**config.mk**
```make
export PLATFORM = sky130hd
export DESIGN_NAME = mdio_master
export DESIGN_NICKNAME = d
export VERILOG_FILES = /design/src/rtl/mdio_pkg.sv /design/src/rtl/mdio_clkgen.sv /design/src/rtl/mdio_master.sv
export SDC_FILE = /design/constraint.sdc
export NUM_CORES = 1
export LEC_CHECK = 0
export BUFFER_PORTS_ARGS = -buffer_cell sky130_fd_sc_hd__buf_4
export CORE_MARGIN = 3
export CORE_UTILIZATION = 50
export CTS_BUF_LIST = sky130_fd_sc_hd__clkbuf_2
export CTS_CLUSTER_DIAMETER = 120
export CTS_CLUSTER_SIZE = 16
export DETAILED_ROUTE_END_ITERATION = 6
export PLACE_DENSITY = 0.7
export SYNTH_ARGS = -nofsm -noshare
export SYNTH_HDL_FRONTEND = slang
export SYNTH_SLANG_ARGS = --single-unit
export TNS_END_PERCENT = 30
```
**constraint.sdc**
```tcl
create_clock -name clk -period 6.5 [get_ports clk]
set_input_delay 0.65 -clock clk [delete_from_list [all_inputs] [get_ports clk]]
set_output_delay 0.65 -clock clk [all_outputs]
set_load 0.005 [all_outputs]
```
**src/rtl/mdio_pkg.sv**
```systemverilog
// Shared constants, state encoding and helpers for the Clause-45 MDIO master.
package mdio_pkg;

  localparam int ST_MSB    = 31;
  localparam int OP_MSB    = 29;
  localparam int PRTAD_MSB = 27;
  localparam int DEVAD_MSB = 22;
  localparam int TA_MSB    = 17;

  localparam logic [1:0] OP_ADDR  = 2'b00;
  localparam logic [1:0] OP_WR    = 2'b01;
  localparam logic [1:0] OP_RDINC = 2'b10;
  localparam logic [1:0] OP_RD    = 2'b11;

  localparam int PRE_BITS = 32;
  localparam int FRM_BITS = 32;

  // Frame bit positions where a read releases the pin and starts sampling.
  localparam int TA_BIT = 14;
  localparam int RD_BIT = 16;

  typedef enum logic [1:0] {
    ST_IDLE,
    ST_PRE,
    ST_FRAME,
    ST_GAP
  } state_e;

  function automatic logic is_read(input logic [1:0] op);
    return op[1];
  endfunction

  // Turnaround is always transmitted as 1,0 regardless of the access word.
  function automatic logic [31:0] frame_word(input logic [31:0] w);
    logic [31:0] f;
    f = w;
    f[TA_MSB -: 2] = 2'b10;
    return f;
  endfunction

endpackage

```
**src/rtl/mdio_clkgen.sv**
```systemverilog
// MDC divider: MDC_DIV clk cycles per half-period, held low while disabled.
module mdio_clkgen #(
  parameter int MDC_DIV = 50
) (
  input  logic clk,
  input  logic rst,
  input  logic en,
  output logic mdc,
  output logic rise,
  output logic fall
);

  logic [7:0] cnt_q, cnt_d;
  logic       mdc_q, mdc_d;

  // Strobes are high in the cycle before mdc changes, so state updated on
  // the same edge lines up with the mdc transition.
  always_comb begin
    cnt_d = cnt_q;
    mdc_d = mdc_q;
    rise  = 1'b0;
    fall  = 1'b0;
    if (!en) begin
      cnt_d = '0;
      mdc_d = 1'b0;
    end else if (cnt_q == 8'(MDC_DIV - 1)) begin
      cnt_d = '0;
      mdc_d = ~mdc_q;
      rise  = ~mdc_q;
      fall  = mdc_q;
    end else begin
      cnt_d = cnt_q + 8'd1;
    end
  end

  always_ff @(posedge clk) begin
    if (rst) begin
      cnt_q <= '0;
      mdc_q <= 1'b0;
    end else begin
      cnt_q <= cnt_d;
      mdc_q <= mdc_d;
    end
  end

  assign mdc = mdc_q;

endmodule

```
**src/rtl/mdio_master.sv**
```systemverilog
// Clause-45 MDIO frame engine: preamble + 32-bit frame, read capture,
// one-deep pending slot and a saturating drop counter.
module mdio_master
  import mdio_pkg::*;
#(
  parameter int MDC_DIV = 50
) (
  input  logic        clk,
  input  logic        rst,
  input  logic [31:0] acc_data,
  input  logic        acc_en,
  output logic        mdc,
  output logic        mdio_o,
  output logic        mdio_t,
  input  logic        mdio_i,
  output logic [15:0] rd_data,
  output logic        rd_valid,
  output logic        busy,
  output logic [15:0] drop_cnt
);

  state_e      state_q, state_d;
  logic [5:0]  bit_q, bit_d;
  logic [31:0] tx_q, tx_d;
  logic        rd_op_q, rd_op_d;
  logic [15:0] rx_q, rx_d;
  logic [15:0] rd_data_q, rd_data_d;
  logic        rd_valid_q, rd_valid_d;
  logic        busy_q, busy_d;
  logic        pend_vld_q, pend_vld_d;
  logic [31:0] pend_word_q, pend_word_d;
  logic [15:0] drop_cnt_q, drop_cnt_d;
  logic        acc_en_q;

  logic        acc_rise, load_pre, mdc_rise, mdc_fall;
  logic [31:0] start_word;
  logic [4:0]  frm_idx;

  mdio_clkgen #(.MDC_DIV(MDC_DIV)) u_clkgen (
    .clk  (clk),
    .rst  (rst),
    .en   (state_q != ST_IDLE),
    .mdc  (mdc),
    .rise (mdc_rise),
    .fall (mdc_fall)
  );

  // bit_q runs 0..63 over preamble then frame; low bits index the frame.
  assign frm_idx    = bit_q[4:0];
  assign acc_rise   = acc_en & ~acc_en_q;
  assign start_word = pend_vld_q ? pend_word_q : acc_data;

  always_comb begin
    state_d     = state_q;
    bit_d       = bit_q;
    tx_d        = tx_q;
    rd_op_d     = rd_op_q;
    rx_d        = rx_q;
    rd_data_d   = rd_data_q;
    rd_valid_d  = 1'b0;
    pend_vld_d  = pend_vld_q;
    pend_word_d = pend_word_q;
    drop_cnt_d  = drop_cnt_q;
    load_pre    = 1'b0;

    unique case (state_q)
      ST_IDLE: begin
        if (pend_vld_q || acc_rise) load_pre = 1'b1;
      end
      ST_PRE: begin
        if (mdc_fall) begin
          bit_d = bit_q + 6'd1;
          if (bit_q == 6'(PRE_BITS - 1)) state_d = ST_FRAME;
        end
      end
      ST_FRAME: begin
        if (mdc_rise && rd_op_q && frm_idx >= 5'(RD_BIT)) rx_d = {rx_q[14:0], mdio_i};
        if (mdc_fall) begin
          bit_d = bit_q + 6'd1;
          tx_d  = {tx_q[30:0], 1'b0};
          if (bit_q == 6'(PRE_BITS + FRM_BITS - 1)) begin
            state_d = ST_GAP;
            if (rd_op_q) begin
              rd_data_d  = rx_q;
              rd_valid_d = 1'b1;
            end
          end
        end
      end
      ST_GAP: begin
        if (mdc_fall) begin
          if (pend_vld_q) load_pre = 1'b1;
          else            state_d  = ST_IDLE;
        end
      end
      default: state_d = ST_IDLE;
    endcase

    if (load_pre) begin
      state_d = ST_PRE;
      bit_d   = '0;
      tx_d    = frame_word(start_word);
      rd_op_d = is_read(start_word[OP_MSB -: 2]);
      if (pend_vld_q) pend_vld_d = 1'b0;
    end

    // Only an idle engine with an empty slot takes the word directly.
    if (acc_rise && !(state_q == ST_IDLE && !pend_vld_q)) begin
      if (!pend_vld_q || (load_pre && pend_vld_q)) begin
        pend_vld_d  = 1'b1;
        pend_word_d = acc_data;
      end else if (drop_cnt_q != 16'hFFFF) begin
        drop_cnt_d = drop_cnt_q + 16'd1;
      end
    end

    busy_d = (state_q != ST_IDLE) | load_pre | pend_vld_q;
  end

  always_ff @(posedge clk) begin
    if (rst) begin
      state_q     <= ST_IDLE;
      bit_q       <= '0;
      tx_q        <= '0;
      rd_op_q     <= 1'b0;
      rx_q        <= '0;
      rd_data_q   <= '0;
      rd_valid_q  <= 1'b0;
      busy_q      <= 1'b0;
      pend_vld_q  <= 1'b0;
      pend_word_q <= '0;
      drop_cnt_q  <= '0;
    end else begin
      state_q     <= state_d;
      bit_q       <= bit_d;
      tx_q        <= tx_d;
      rd_op_q     <= rd_op_d;
      rx_q        <= rx_d;
      rd_data_q   <= rd_data_d;
      rd_valid_q  <= rd_valid_d;
      busy_q      <= busy_d;
      pend_vld_q  <= pend_vld_d;
      pend_word_q <= pend_word_d;
      drop_cnt_q  <= drop_cnt_d;
    end
  end

  // Not reset, so a strobe held high across reset does not look like a new edge.
  always_ff @(posedge clk) begin
    acc_en_q <= acc_en;
  end

  assign mdio_o   = (state_q == ST_FRAME) ? tx_q[31] : 1'b1;
  assign mdio_t   = (state_q == ST_IDLE) || (state_q == ST_GAP) ||
                    (state_q == ST_FRAME && rd_op_q && frm_idx >= 5'(TA_BIT));
  assign rd_data  = rd_data_q;
  assign rd_valid = rd_valid_q;
  assign busy     = busy_q;
  assign drop_cnt = drop_cnt_q;

endmodule

```
* Word-level counts from Yosys, hierarchy flattened
Cells that the tools add are included.
Word-level totals: word-level logic and storage cells 108, flip-flop bits (word level) 134, bits of input ports 36
Operators by class: magnitude comparators 2, reduce and logical (&&, ||, !) cells 33, bitwise operators 10, equal/unequal tests 19, multiplexer cells 25, add/subtract/negate cells 3
Operator list (count):
- $mux W32 | 4
- $ne A3 B3 Y1 const B | 6
- $add A16 B1 Y16 const B | 1
- $ne A16 B16 Y1 const B | 1
- $reduce_and A7 Y1 | 2
- $mux W1 | 13
- $mux W2 | 6
- $ne A2 B2 Y1 const B | 6
- $reduce_and A2 Y1 | 5
- $add A8 B1 Y8 const B | 1
- $eq A8 B6 Y1 const B | 1
- $logic_and A1 B1 Y1 | 7
- $not A1 Y1 | 7
- $add A6 B1 Y6 const B | 1
- $eq A6 B5 Y1 const B | 1
- $eq A6 B6 Y1 const B | 1
- $pmux W2 S3 | 1
- $reduce_bool A2 Y1 | 3
- $reduce_or A2 Y1 | 3
- $ge A5 B4 Y1 const B | 1
- $ge A5 B5 Y1 const B | 1
- $eq A2 B2 Y1 const B | 2
- $logic_or A1 B1 Y1 | 4
- $reduce_and A4 Y1 | 1
- 11 further kinds | 13

* Logic depth before layout (Yosys ltp)
Gate-level depths: netlist of the first run.
word-level depth 9, mapped depth 10

* Modules after synthesis
Synthesis of the first run repeated with hierarchy kept, for this count alone.
Second synthesis, totals: cells, all modules 678, area, all modules 5999.5 µm²
By module, submodules not included:
- mdio_master | area each 5557.8 µm², times used 1, sequential area each 2462.4 µm², cells an instance 632
- mdio_clkgen | area each 441.7 µm², times used 1, sequential area each 180.2 µm², cells an instance 46

* Least setup slack after synthesis of the first run
No wires, ideal clock.
path type reg-to-reg, start point reg state_q[1], end point reg drop_cnt_q[8] (netlist: drop_cnt[8]), cell stages (with the launch flop) 8, setup slack 4373 ps, library setup time 116 ps, required time 6384 ps, arrival time 2011 ps, cells stage by stage dfxtp_1 > inv_1 > ha_1 > nand2b_1 > nand2_1 > nor4_1 > a311oi_1 > a41o_1
On the way: word-level cells in the longest chain between the ends 8
RTL lines:
- start: declaration | RTL line mdio_master.sv:22 | state_e state_q, state_d;
- start signal: assignment | RTL line mdio_master.sv:134 | state_q <= state_d;
- $reduce_bool A2 Y1 | RTL line mdio_master.sv:42 | .en (state_q != ST_IDLE),
- $mux W1 | RTL line mdio_clkgen.sv:23 | if (!en) begin
- $mux W1 | RTL line mdio_master.sv:91 | if (mdc_fall) begin
- $pmux W1 S2 | RTL line mdio_master.sv:66 | unique case (state_q)
- $logic_and A1 B1 Y1 | RTL line mdio_master.sv:109 | if (!pend_vld_q || (load_pre && pend_vld_q)) begin
- $logic_or A1 B1 Y1 | RTL line mdio_master.sv:109
- $not A1 Y1 (no line)
- $reduce_and A3 Y1 (no line) *
- end signal: assignment | RTL line mdio_master.sv:144 | drop_cnt_q <= drop_cnt_d;
- end: declaration | RTL line mdio_master.sv:32 | logic [15:0] drop_cnt_q, drop_cnt_d;
Every way passes the cells marked *; elsewhere a longest branch is shown, timed or not. A chain may end at the register's enable or synchronous reset.

* Worst setup path after layout of the first run
start point reg state_q[0], end point reg pend_word_q[18]
On the way: word-level cells in the longest chain between the ends 7
RTL lines:
- $reduce_bool A2 Y1 | RTL line mdio_master.sv:42
- $mux W1 | RTL line mdio_clkgen.sv:23
- $mux W1 | RTL line mdio_master.sv:91
- $pmux W1 S2 | RTL line mdio_master.sv:66
- $logic_and A1 B1 Y1 | RTL line mdio_master.sv:109
- $logic_or A1 B1 Y1 | RTL line mdio_master.sv:109
- $reduce_and A2 Y1 (no line) *
- end signal: assignment | RTL line mdio_master.sv:143 | pend_word_q <= pend_word_d;
- end: declaration | RTL line mdio_master.sv:31 | logic [31:0] pend_word_q, pend_word_d;
Marked as above.

==> metrics.txt, run 1 <==
# TYPE chip_impl_metric gauge
chip_impl_info{name="crit_start",value="state_q[0]"} 1
chip_impl_metric{name="layout.nets",unit=""} 762
chip_impl_metric{name="hold_violations",unit=""} 0
chip_impl_info{name="start_kind",value="flip-flop"} 1
chip_impl_metric{name="final_layout_size_suffix_gt1_frac",unit=""} 0.163
chip_impl_metric{name="hold_buffers",unit=""} 0
chip_impl_metric{name="clock_latency",unit="ns"} 0.69
chip_impl_info{name="startpoint_of_the_most_critical_register_to_register_path",value="state_q[0]"} 1
chip_impl_info{name="synth.largest_area_cell",value="sky130_fd_sc_hd__dfxtp_1"} 1
chip_impl_metric{name="grt_first_pass_wirelength",unit="mm"} 21.2
chip_impl_metric{name="postRouteAntennaNets",unit=""} 0
chip_impl_metric{name="clock_tree.buffer_depth",unit=""} 2
chip_impl_metric{name="layout.filler_cells",unit=""} 1034
chip_impl_metric{name="coreArea",unit="µm²"} 11500
chip_impl_metric{name="design_power_total",unit="mW"} 1.84
chip_impl_metric{name="antenna_found_initial",unit=""} 0
chip_impl_metric{name="antennaDiodeCount",unit=""} 0
chip_impl_metric{name="detailedRoute.firstPassIterationCount",unit=""} 5
chip_impl_metric{name="internal_power",unit="mW"} 1.25
chip_impl_metric{name="syn-cell-area",unit="µm²"} 5900
chip_impl_metric{name="grt_max_degree",unit=""} 96
chip_impl_metric{name="routed_via_density",unit=""} 5.49
chip_impl_metric{name="post_synthesis_average_cell_area",unit="µm²"} 8.85
chip_impl_info{name="cts_root_buf",value="sky130_fd_sc_hd__clkbuf_2"} 1
chip_impl_metric{name="worst_reg_to_reg_cells",unit=""} 7
chip_impl_info{name="timing.hold.worst.class",value="primary input to flip-flop"} 1
chip_impl_metric{name="power_frac_clock",unit=""} 0.246
chip_impl_metric{name="worst_ir_drop_vdd",unit="mV"} 0.140
chip_impl_metric{name="synthesized_instance_count",unit=""} 666
chip_impl_info{name="outcome",value="complete, no violations"} 1
chip_impl_metric{name="synth_nets",unit=""} 712
chip_impl_metric{name="crit_fanout",unit=""} 30
chip_impl_metric{name="globalRouteOverflowTotal",unit=""} 0
chip_impl_metric{name="worst_ep_required_time",unit="ns"} 7.10
chip_impl_metric{name="worst-path-buf-inv",unit=""} 1
chip_impl_metric{name="async_flop_share",unit=""} 0
chip_impl_metric{name="synth.top_cell.area_share",unit=""} 0.448
chip_impl_metric{name="final_max_slew_viol_count",unit=""} 0
chip_impl_metric{name="finalCoreUtilization",unit=""} 0.581
chip_impl_metric{name="syn2layout_area_growth",unit="%"} 13.1
chip_impl_metric{name="worst_pin_slew",unit="ns"} 1.19
chip_impl_metric{name="yosysWarnings",unit=""} 0
chip_impl_info{name="path_class",value="flip-flop to flip-flop"} 1
chip_impl_info{name="cp_top_family",value="compound AO/OA/AOI/OAI gates"} 1
chip_impl_metric{name="drt_iter0_markers",unit=""} 345
chip_impl_metric{name="grt_use_total",unit=""} 0.199
chip_impl_metric{name="floorplan.die_area",unit="µm²"} 13100
chip_impl_metric{name="cts_buffers",unit=""} 17
chip_impl_info{name="path_cells",value="inv_1, ha_1, nand2b_1, nor4_4, o21a_1, nand2_1, a21oi_1"} 1
chip_impl_metric{name="wl_per_cell",unit="µm"} 14.2
chip_impl_info{name="rsz0062_at_grt",value="no"} 1
chip_impl_metric{name="vias",unit=""} 4783
chip_impl_metric{name="num_rows",unit=""} 39
chip_impl_metric{name="total_power_density_per_cell_area",unit="nW/µm²"} 275
chip_impl_info{name="timing.rr.end",value="pend_word_q[18]"} 1
chip_impl_metric{name="power_leakage",unit="nW"} 2.62
chip_impl_metric{name="switching_power",unit="mW"} 0.584
chip_impl_metric{name="synth_enable_flop_cells",unit=""} 0
chip_impl_metric{name="worst_setup_hold_path_clk_slew",unit="ns"} 0.20
chip_impl_metric{name="via_count_of_the_first_global_routing_pass",unit=""} 4573
chip_impl_metric{name="fp.dieW",unit="µm"} 115
chip_impl_metric{name="initial_core_util",unit=""} 0.514
chip_impl_info{name="cpMaxStageDelayCell",value="sky130_fd_sc_hd__o21a_1"} 1
chip_impl_metric{name="crit_cells",unit=""} 7
chip_impl_metric{name="stdcell_count",unit=""} 871
chip_impl_metric{name="clock_period_minus_worst_slack",unit="ns"} 3.25
chip_impl_info{name="top_signal_layer_used",value="met4"} 1
chip_impl_metric{name="io_buffer_count",unit=""} 70
chip_impl_metric{name="hold_slack",unit="ns"} 0.175
chip_impl_metric{name="routed_length_on_met1",unit="mm"} 5.97
chip_impl_metric{name="met3RoutedLength",unit="µm"} 530
chip_impl_metric{name="finalWirelength",unit="mm"} 12.4
chip_impl_info{name="synthTopCellsByCount",value="132 x sky130_fd_sc_hd__dfxtp_1, 101 x sky130_fd_sc_hd__nand2_1, 57 x sky130_fd_sc_hd__a211oi_1, 57 x sky130_fd_sc_hd__a21oi_1, 54 x sky130_fd_sc_hd__nor2_1"} 1
chip_impl_metric{name="remaining_drc_errors",unit=""} 0
chip_impl_metric{name="netlist-cell-type-count",unit=""} 49
chip_impl_metric{name="wl_met2",unit="mm"} 5.75
chip_impl_info{name="most_frequently_used_cell_type_in_the_post_synthesis_netlist",value="sky130_fd_sc_hd__dfxtp_1"} 1
chip_impl_metric{name="timing.final.setup_violations",unit=""} 0
chip_impl_metric{name="combPwrFrac",unit=""} 0.232
chip_impl_metric{name="synth_register_bits",unit=""} 132
chip_impl_metric{name="hpwlAfterDp",unit="mm"} 7.93
chip_impl_metric{name="fin_setup_tns",unit="ns"} 0
chip_impl_metric{name="placed_cells",unit=""} 839
chip_impl_metric{name="io-pin-count",unit=""} 73
chip_impl_metric{name="fin_worst_skew",unit="ns"} 0.0331
chip_impl_metric{name="die-height",unit="µm"} 115
chip_impl_metric{name="htree_levels",unit=""} 4
chip_impl_metric{name="period_share",unit=""} 0.500
chip_impl_info{name="endpoint_kind",value="flip-flop"} 1
chip_impl_metric{name="slowest_delay",unit="ns"} 1.03
chip_impl_info{name="tritoncts",value="built"} 1
chip_impl_metric{name="drv.max_cap_violation_count",unit=""} 0
chip_impl_metric{name="power.share.switching",unit=""} 0.318
chip_impl_info{name="crit_path_end",value="pend_word_q[18]"} 1
chip_impl_metric{name="worst_ep_arrival_time",unit="ns"} 3.85
chip_impl_info{name="synth-main-ff-cell",value="sky130_fd_sc_hd__dfxtp_1"} 1
chip_impl_metric{name="ys_seq_area_frac",unit=""} 0.448
chip_impl_info{name="ys_top_cells_by_area",value="sky130_fd_sc_hd__dfxtp_1 45%, sky130_fd_sc_hd__mux2i_1 8.7%, sky130_fd_sc_hd__a211oi_1 7.3%, sky130_fd_sc_hd__nand2_1 6.4%, sky130_fd_sc_hd__a21oi_1 4.8%"} 1
chip_impl_metric{name="buffer_count_from_post_cts_setup_fixing",unit=""} 0
chip_impl_metric{name="r2r_slack",unit="ns"} 3.25
chip_impl_metric{name="number_of_resized_instances_in_the_post_cts_repair_step",unit=""} 0
chip_impl_metric{name="timing.max_slew.rel_slack",unit=""} 0.204
chip_impl_metric{name="gp_congestion",unit=""} 0.794
chip_impl_metric{name="seq_power_share",unit=""} 0.522
chip_impl_metric{name="clock-sinks",unit=""} 132
chip_impl_metric{name="achievable-frequency",unit="GHz"} 0.308
registers in the layout, indices dropped and copies added, names as in the netlist:
register,count
u_clkgen.mdc,1
pend_word_q,30
u_clkgen.cnt_q,8
tx_q,32
rd_valid,1
drop_cnt,16
busy,1
rx_q,16
rd_op_q,1
pend_vld_q,1
state_q,2
rd_data,16
acc_en_q,1
bit_q,6
kinds of logic after synthesis:
group,after synthesis,synth area share
and+or+nand+nor,265,0.225
adders and majority gates,10,0.0212
DFF,132,0.448
buffers and inverters,52,0.0380
xor gates and xnor gates,17,0.0253
muxes,56,0.0961
AOI/OAI and AO/OA,134,0.146
power groups by stage:
| stage | sequential (mW) | clock [mW] | combinational, mW |
|---|---|---|---|
| after floorplan | 0.961 | 0 | 0.327 |
| after global placement | 0.972 | 0 | 0.415 |
| after detailed placement | 0.977 | 0 | 0.426 |
| after CTS | 0.959 | 0.468 | 0.428 |
| after global routing | 0.970 | 0.504 | 0.485 |
| final | 0.959 | 0.451 | 0.427 |
metrics by stage:
stage	area [µm²]	worst slack (ns)
6_report	6670	3.25
5_1_grt	6670	2.96
2_1_floorplan	5900	4.37
4_1_cts	6660	3.23
3_5_place_dp	6460	3.28
3_3_place_gp	6460	3.40
layout by cell type (no fill, tap or decap), types with 2 or more instances in the layout:
cell type / count
sky130_fd_sc_hd__dfxtp_1: 131
sky130_fd_sc_hd__nand2_1: 101
sky130_fd_sc_hd__buf_4: 77
sky130_fd_sc_hd__a21oi_1: 57
sky130_fd_sc_hd__a211oi_1: 57
sky130_fd_sc_hd__nor2_1: 53
sky130_fd_sc_hd__mux2i_1: 51
sky130_fd_sc_hd__nor2b_1: 39
sky130_fd_sc_hd__clkbuf_2: 22
sky130_fd_sc_hd__nand4_1: 14
sky130_fd_sc_hd__ha_1: 10
sky130_fd_sc_hd__nand2b_1: 9
sky130_fd_sc_hd__nand3_1: 9
sky130_fd_sc_hd__xor2_1: 9
sky130_fd_sc_hd__nor3_1: 8
sky130_fd_sc_hd__xnor2_1: 8
sky130_fd_sc_hd__clkinv_1: 6
sky130_fd_sc_hd__inv_1: 5
sky130_fd_sc_hd__o21ai_0: 4
sky130_fd_sc_hd__mux2_2: 4
sky130_fd_sc_hd__and4_1: 4
sky130_fd_sc_hd__and3_1: 4
sky130_fd_sc_hd__nor4_1: 4
sky130_fd_sc_hd__and4b_1: 3
sky130_fd_sc_hd__o21a_1: 3
sky130_fd_sc_hd__a31o_2: 3
sky130_fd_sc_hd__a31oi_1: 2
sky130_fd_sc_hd__nor4_4: 2
sky130_fd_sc_hd__or2_2: 2
sky130_fd_sc_hd__or4_1: 2
sky130_fd_sc_hd__or3_1: 2
sky130_fd_sc_hd__a41o_1: 2
sky130_fd_sc_hd__bufinv_16: 2
worst min path at each step:
| stage | cells after the start | slack (ns) | end | start |
|---|---|---|---|---|
| finish | 3 | 0.17 | pend_word_q[12] | acc_data[12] |
| global route | 3 | 0.10 | pend_word_q[31] | acc_data[31] |
| CTS | 1 | 0.004 | acc_en_q | acc_en |
| detailed placement | 2 | 0.44 | rd_data[5] | rd_data[5] |
| global placement | 2 | 0.44 | rd_data[7] | rd_data[7] |
| floorplan | 2 | 0.44 | rd_data[15] | rx_q[15] |
area by class of cell:
type                       count  area (µm²)  share of cell area
multi-input combinational    482        3040               0.456
timing repair buffer          78         588              0.0882
clock buffer                  22         110              0.0165
inverter                       5        18.8             0.00281
clock inverter                 9        87.6              0.0131
sequential                   132        2640               0.397
tap                          143         179              0.0268
tightest hold or removal path, cell delays in order:
cell and delay [ns]:
sky130_fd_sc_hd__buf_4 0.11, sky130_fd_sc_hd__nand2_1 0.04, sky130_fd_sc_hd__a21oi_1 0.05
routing by layer:
layer  track usage  vias up
met5             0        -
met4        0.0744        0
met3        0.0629       14
met2         0.302       83
met1         0.265     2239
li1              -     2447
No activity file was read; power rests on OpenSTA's default activity.
==> run 2, diff against run 1 <==
Settings changed: PLACE_DENSITY 0.7 to 0.73.
Clock period 6.5 ns to 2.7 ns, I/O delays scaled along.
==> run 2 against run 1 <==
- non-clock buffer count increased by 40
- via count increased by 5.9%
- cell area increased by 7.7%
- clock-buffer cell count decreased by 4
- combinational power increased to 2.7 times the previous value
- cell count is 4.8% higher
- sequential power grew 140%
- power grew to 2.7 times the previous value
- sequential share of layout area down 2.8 points
- clock power grew to 3.4 times the previous value
- global-route usage up 1.3 points
- flip-flop and latch count is the same
==> metrics.txt, run 2 (synthesized netlist as in run 1, its figures left out) <==
# TYPE chip_impl_metric gauge
chip_impl_info{name="outcome",value="complete, no violations"} 1
chip_impl_metric{name="multi_input_comb_area",unit="µm²"} 3050
chip_impl_info{name="biggest_registers_after_layout",value="tx_q (32), pend_word_q (30)"} 1
chip_impl_info{name="most_common_library_cell_in_the_layout_ignoring_fill_and_taps",value="sky130_fd_sc_hd__dfxtp_1"} 1
chip_impl_info{name="startpoint_of_the_most_critical_register_to_register_path",value="state_q[0]"} 1
chip_impl_metric{name="worst_ep_required_time",unit="ns"} 3.33
chip_impl_info{name="rsz0062_at_grt",value="no"} 1
chip_impl_metric{name="buffer_count_from_post_cts_setup_fixing",unit=""} 0
chip_impl_metric{name="timing.final.setup_violations",unit=""} 0
chip_impl_metric{name="floorplan.die_area",unit="µm²"} 13100
chip_impl_metric{name="pre_cts_ws",unit="ns"} -0.0173
chip_impl_metric{name="ff_latch_area",unit="µm²"} 2640
chip_impl_metric{name="total_power_density_per_cell_area",unit="nW/µm²"} 697
chip_impl_metric{name="fp.dieW",unit="µm"} 115
chip_impl_metric{name="power_leakage",unit="nW"} 2.85
chip_impl_metric{name="hpwlAfterDp",unit="mm"} 8.29
chip_impl_metric{name="worst_pin_slew",unit="ns"} 1.10
chip_impl_metric{name="routed_via_density",unit=""} 5.55
chip_impl_metric{name="remaining_drc_errors",unit=""} 0
chip_impl_metric{name="routed_length_on_met1",unit="mm"} 6.13
chip_impl_metric{name="drv.max_cap_violation_count",unit=""} 0
chip_impl_metric{name="achievable-frequency",unit="GHz"} 0.401
chip_impl_metric{name="layout.nets",unit=""} 803
chip_impl_info{name="timing.rr.end",value="pend_word_q[6]"} 1
chip_impl_metric{name="layout.filler_cells",unit=""} 993
chip_impl_metric{name="num_rows",unit=""} 39
chip_impl_info{name="top_signal_layer_used",value="met4"} 1
chip_impl_info{name="timing.hold.worst.class",value="primary input to flip-flop"} 1
chip_impl_metric{name="via_count_of_the_first_global_routing_pass",unit=""} 4853
chip_impl_metric{name="htree_levels",unit=""} 4
chip_impl_metric{name="globalRouteOverflowTotal",unit=""} 0
chip_impl_metric{name="drt_iter0_markers",unit=""} 316
chip_impl_metric{name="detailedRoute.firstPassIterationCount",unit=""} 4
chip_impl_metric{name="power_frac_clock",unit=""} 0.306
chip_impl_metric{name="fin_worst_skew",unit="ns"} 0.0298
chip_impl_metric{name="io-pin-count",unit=""} 73
chip_impl_metric{name="grt_first_pass_wirelength",unit="mm"} 22.5
chip_impl_metric{name="grt_max_degree",unit=""} 91
chip_impl_info{name="most_used_cells_in_the_layout_excluding_fill_and_tap_cells",value="131 x sky130_fd_sc_hd__dfxtp_1, 101 x sky130_fd_sc_hd__nand2_1, 85 x sky130_fd_sc_hd__buf_4"} 1
chip_impl_metric{name="antennaDiodeCount",unit=""} 0
chip_impl_info{name="hold_path_end",value="drop_cnt[1]"} 1
chip_impl_metric{name="gp_congestion",unit=""} 0.781
chip_impl_info{name="largest-register",value="tx_q"} 1
chip_impl_info{name="tritoncts",value="built"} 1
chip_impl_metric{name="combPwrFrac",unit=""} 0.232
chip_impl_metric{name="finalWirelength",unit="mm"} 13.5
chip_impl_metric{name="seq_power_share",unit=""} 0.462
chip_impl_metric{name="finalCoreUtilization",unit=""} 0.626
chip_impl_metric{name="final_max_slew_viol_count",unit=""} 0
chip_impl_metric{name="die-height",unit="µm"} 115
chip_impl_metric{name="min_delay_path_depth",unit=""} 2
chip_impl_metric{name="cts_buffers",unit=""} 17
chip_impl_metric{name="worst_ir_drop_vdd",unit="mV"} 0.472
chip_impl_info{name="endpoint_kind",value="flip-flop"} 1
chip_impl_metric{name="worst_slack",unit="ns"} 0.203
chip_impl_metric{name="antenna_found_initial",unit=""} 0
chip_impl_metric{name="coreArea",unit="µm²"} 11500
chip_impl_metric{name="worst_ep_arrival_time",unit="ns"} 3.13
chip_impl_metric{name="hold_violations",unit=""} 0
chip_impl_metric{name="wl_met2",unit="mm"} 6.58
chip_impl_metric{name="clock_tree.buffer_depth",unit=""} 2
chip_impl_metric{name="clock_latency",unit="ns"} 0.72
chip_impl_metric{name="met3RoutedLength",unit="µm"} 598
chip_impl_metric{name="final_layout_size_suffix_gt1_frac",unit=""} 0.174
chip_impl_metric{name="r2r_slack",unit="ns"} 0.20
chip_impl_metric{name="power.share.switching",unit=""} 0.306
chip_impl_metric{name="clock_period_minus_worst_slack",unit="ns"} 2.50
chip_impl_metric{name="clock-sinks",unit=""} 132
chip_impl_metric{name="wl_per_cell",unit="µm"} 14.8
chip_impl_info{name="start_kind",value="flip-flop"} 1
chip_impl_metric{name="internal_power",unit="mW"} 3.47
chip_impl_metric{name="io_buffer_count",unit=""} 70
chip_impl_metric{name="initial_core_util",unit=""} 0.514
chip_impl_metric{name="stdcell_count",unit=""} 913
chip_impl_info{name="path_class",value="flip-flop to flip-flop"} 1
chip_impl_metric{name="timing.max_slew.rel_slack",unit=""} 0.265
chip_impl_metric{name="postRouteAntennaNets",unit=""} 0
chip_impl_metric{name="syn2layout_area_growth",unit="%"} 21.8
chip_impl_metric{name="grt_use_total",unit=""} 0.212
chip_impl_metric{name="design_power_total",unit="mW"} 5.00
chip_impl_metric{name="vias",unit=""} 5065
chip_impl_metric{name="worst_setup_hold_path_clk_slew",unit="ns"} 0.19
chip_impl_metric{name="largest_register_ffs",unit=""} 32
chip_impl_metric{name="worst_reg_to_reg_cells",unit=""} 9
chip_impl_metric{name="postPlaceCellArea",unit="µm²"} 6530
chip_impl_metric{name="crit_fanout",unit=""} 30
chip_impl_metric{name="period_share",unit=""} 0.925
chip_impl_metric{name="placed_cells",unit=""} 848
chip_impl_metric{name="layout.cell_area.non_filler",unit="µm²"} 7180
chip_impl_info{name="worstHoldStart",value="rst"} 1
chip_impl_info{name="cts_root_buf",value="sky130_fd_sc_hd__clkbuf_2"} 1
chip_impl_metric{name="switching_power",unit="mW"} 1.53
run 2: final cells by class:
cell class                      instances  share of cell area
Sequential cell                       132               0.368
Multi-Input combinational cell        483               0.424
Clock buffer                           18              0.0125
Inverter                                5             0.00261
Clock inverter                         14              0.0326
Tap cell                              143              0.0249
Timing Repair Buffer                  118               0.135
run 2: metal layers:
metal | GRT usage | vias to the layer above
met4 | 0.0752 | 0
met2 | 0.348 | 105
met5 | 0 | -
met1 | 0.263 | 2419
met3 | 0.0618 | 19
li1 | - | 2522
run 2: how the worst max path moves through the flow:
stage,from,to,slack (ns),cells past startpoint
after floorplan,state_q[1],drop_cnt[8],0.57,7
after global placement,state_q[0],tx_q[23],0.13,8
after detailed placement,state_q[0],tx_q[22],-0.02,8
after CTS,state_q[0],pend_word_q[7],0.12,9
after global routing,state_q[0],pend_vld_q,0.02,7
final,state_q[0],pend_word_q[6],0.20,9
run 2: what timing repair did:
item	CTS	global route
cloned	1	0
resized for setup	0	1
pin swaps	1	0
endpoints found under the setup margin	4	3
hold buffers	32	0
hold endpoints to repair	42	0
run 2: metrics by stage:
stage / TNS (ns) / hold WS, ns
after floorplan: 0 / 0.298
after global placement: 0 / 0.398
after detailed placement: -0.0173 / 0.399
after CTS: 0 / 0.0866
after global routing: 0 / 0.0698
final: 0 / 0.139
run 2: power by group through the flow:
stage,Clock (mW),Sequential (mW),Combinational (mW)
CTS,1.57,2.31,1.16
global route,1.66,2.34,1.29
finish,1.53,2.31,1.16
global placement,0,2.34,1.05
detailed placement,0,2.35,1.10
floorplan,0,2.31,0.787
run 2: worst max-delay path, stage by stage (launching register included):
cell and delay, ns:
sky130_fd_sc_hd__dfxtp_1 0.44, sky130_fd_sc_hd__inv_1 0.11, sky130_fd_sc_hd__ha_1 0.38, sky130_fd_sc_hd__nand3b_1 0.23, sky130_fd_sc_hd__nor4_4 0.33, sky130_fd_sc_hd__buf_4 0.27
sky130_fd_sc_hd__o21a_1 0.16, sky130_fd_sc_hd__buf_6 0.25, sky130_fd_sc_hd__nand2_1 0.09, sky130_fd_sc_hd__a21oi_1 0.17
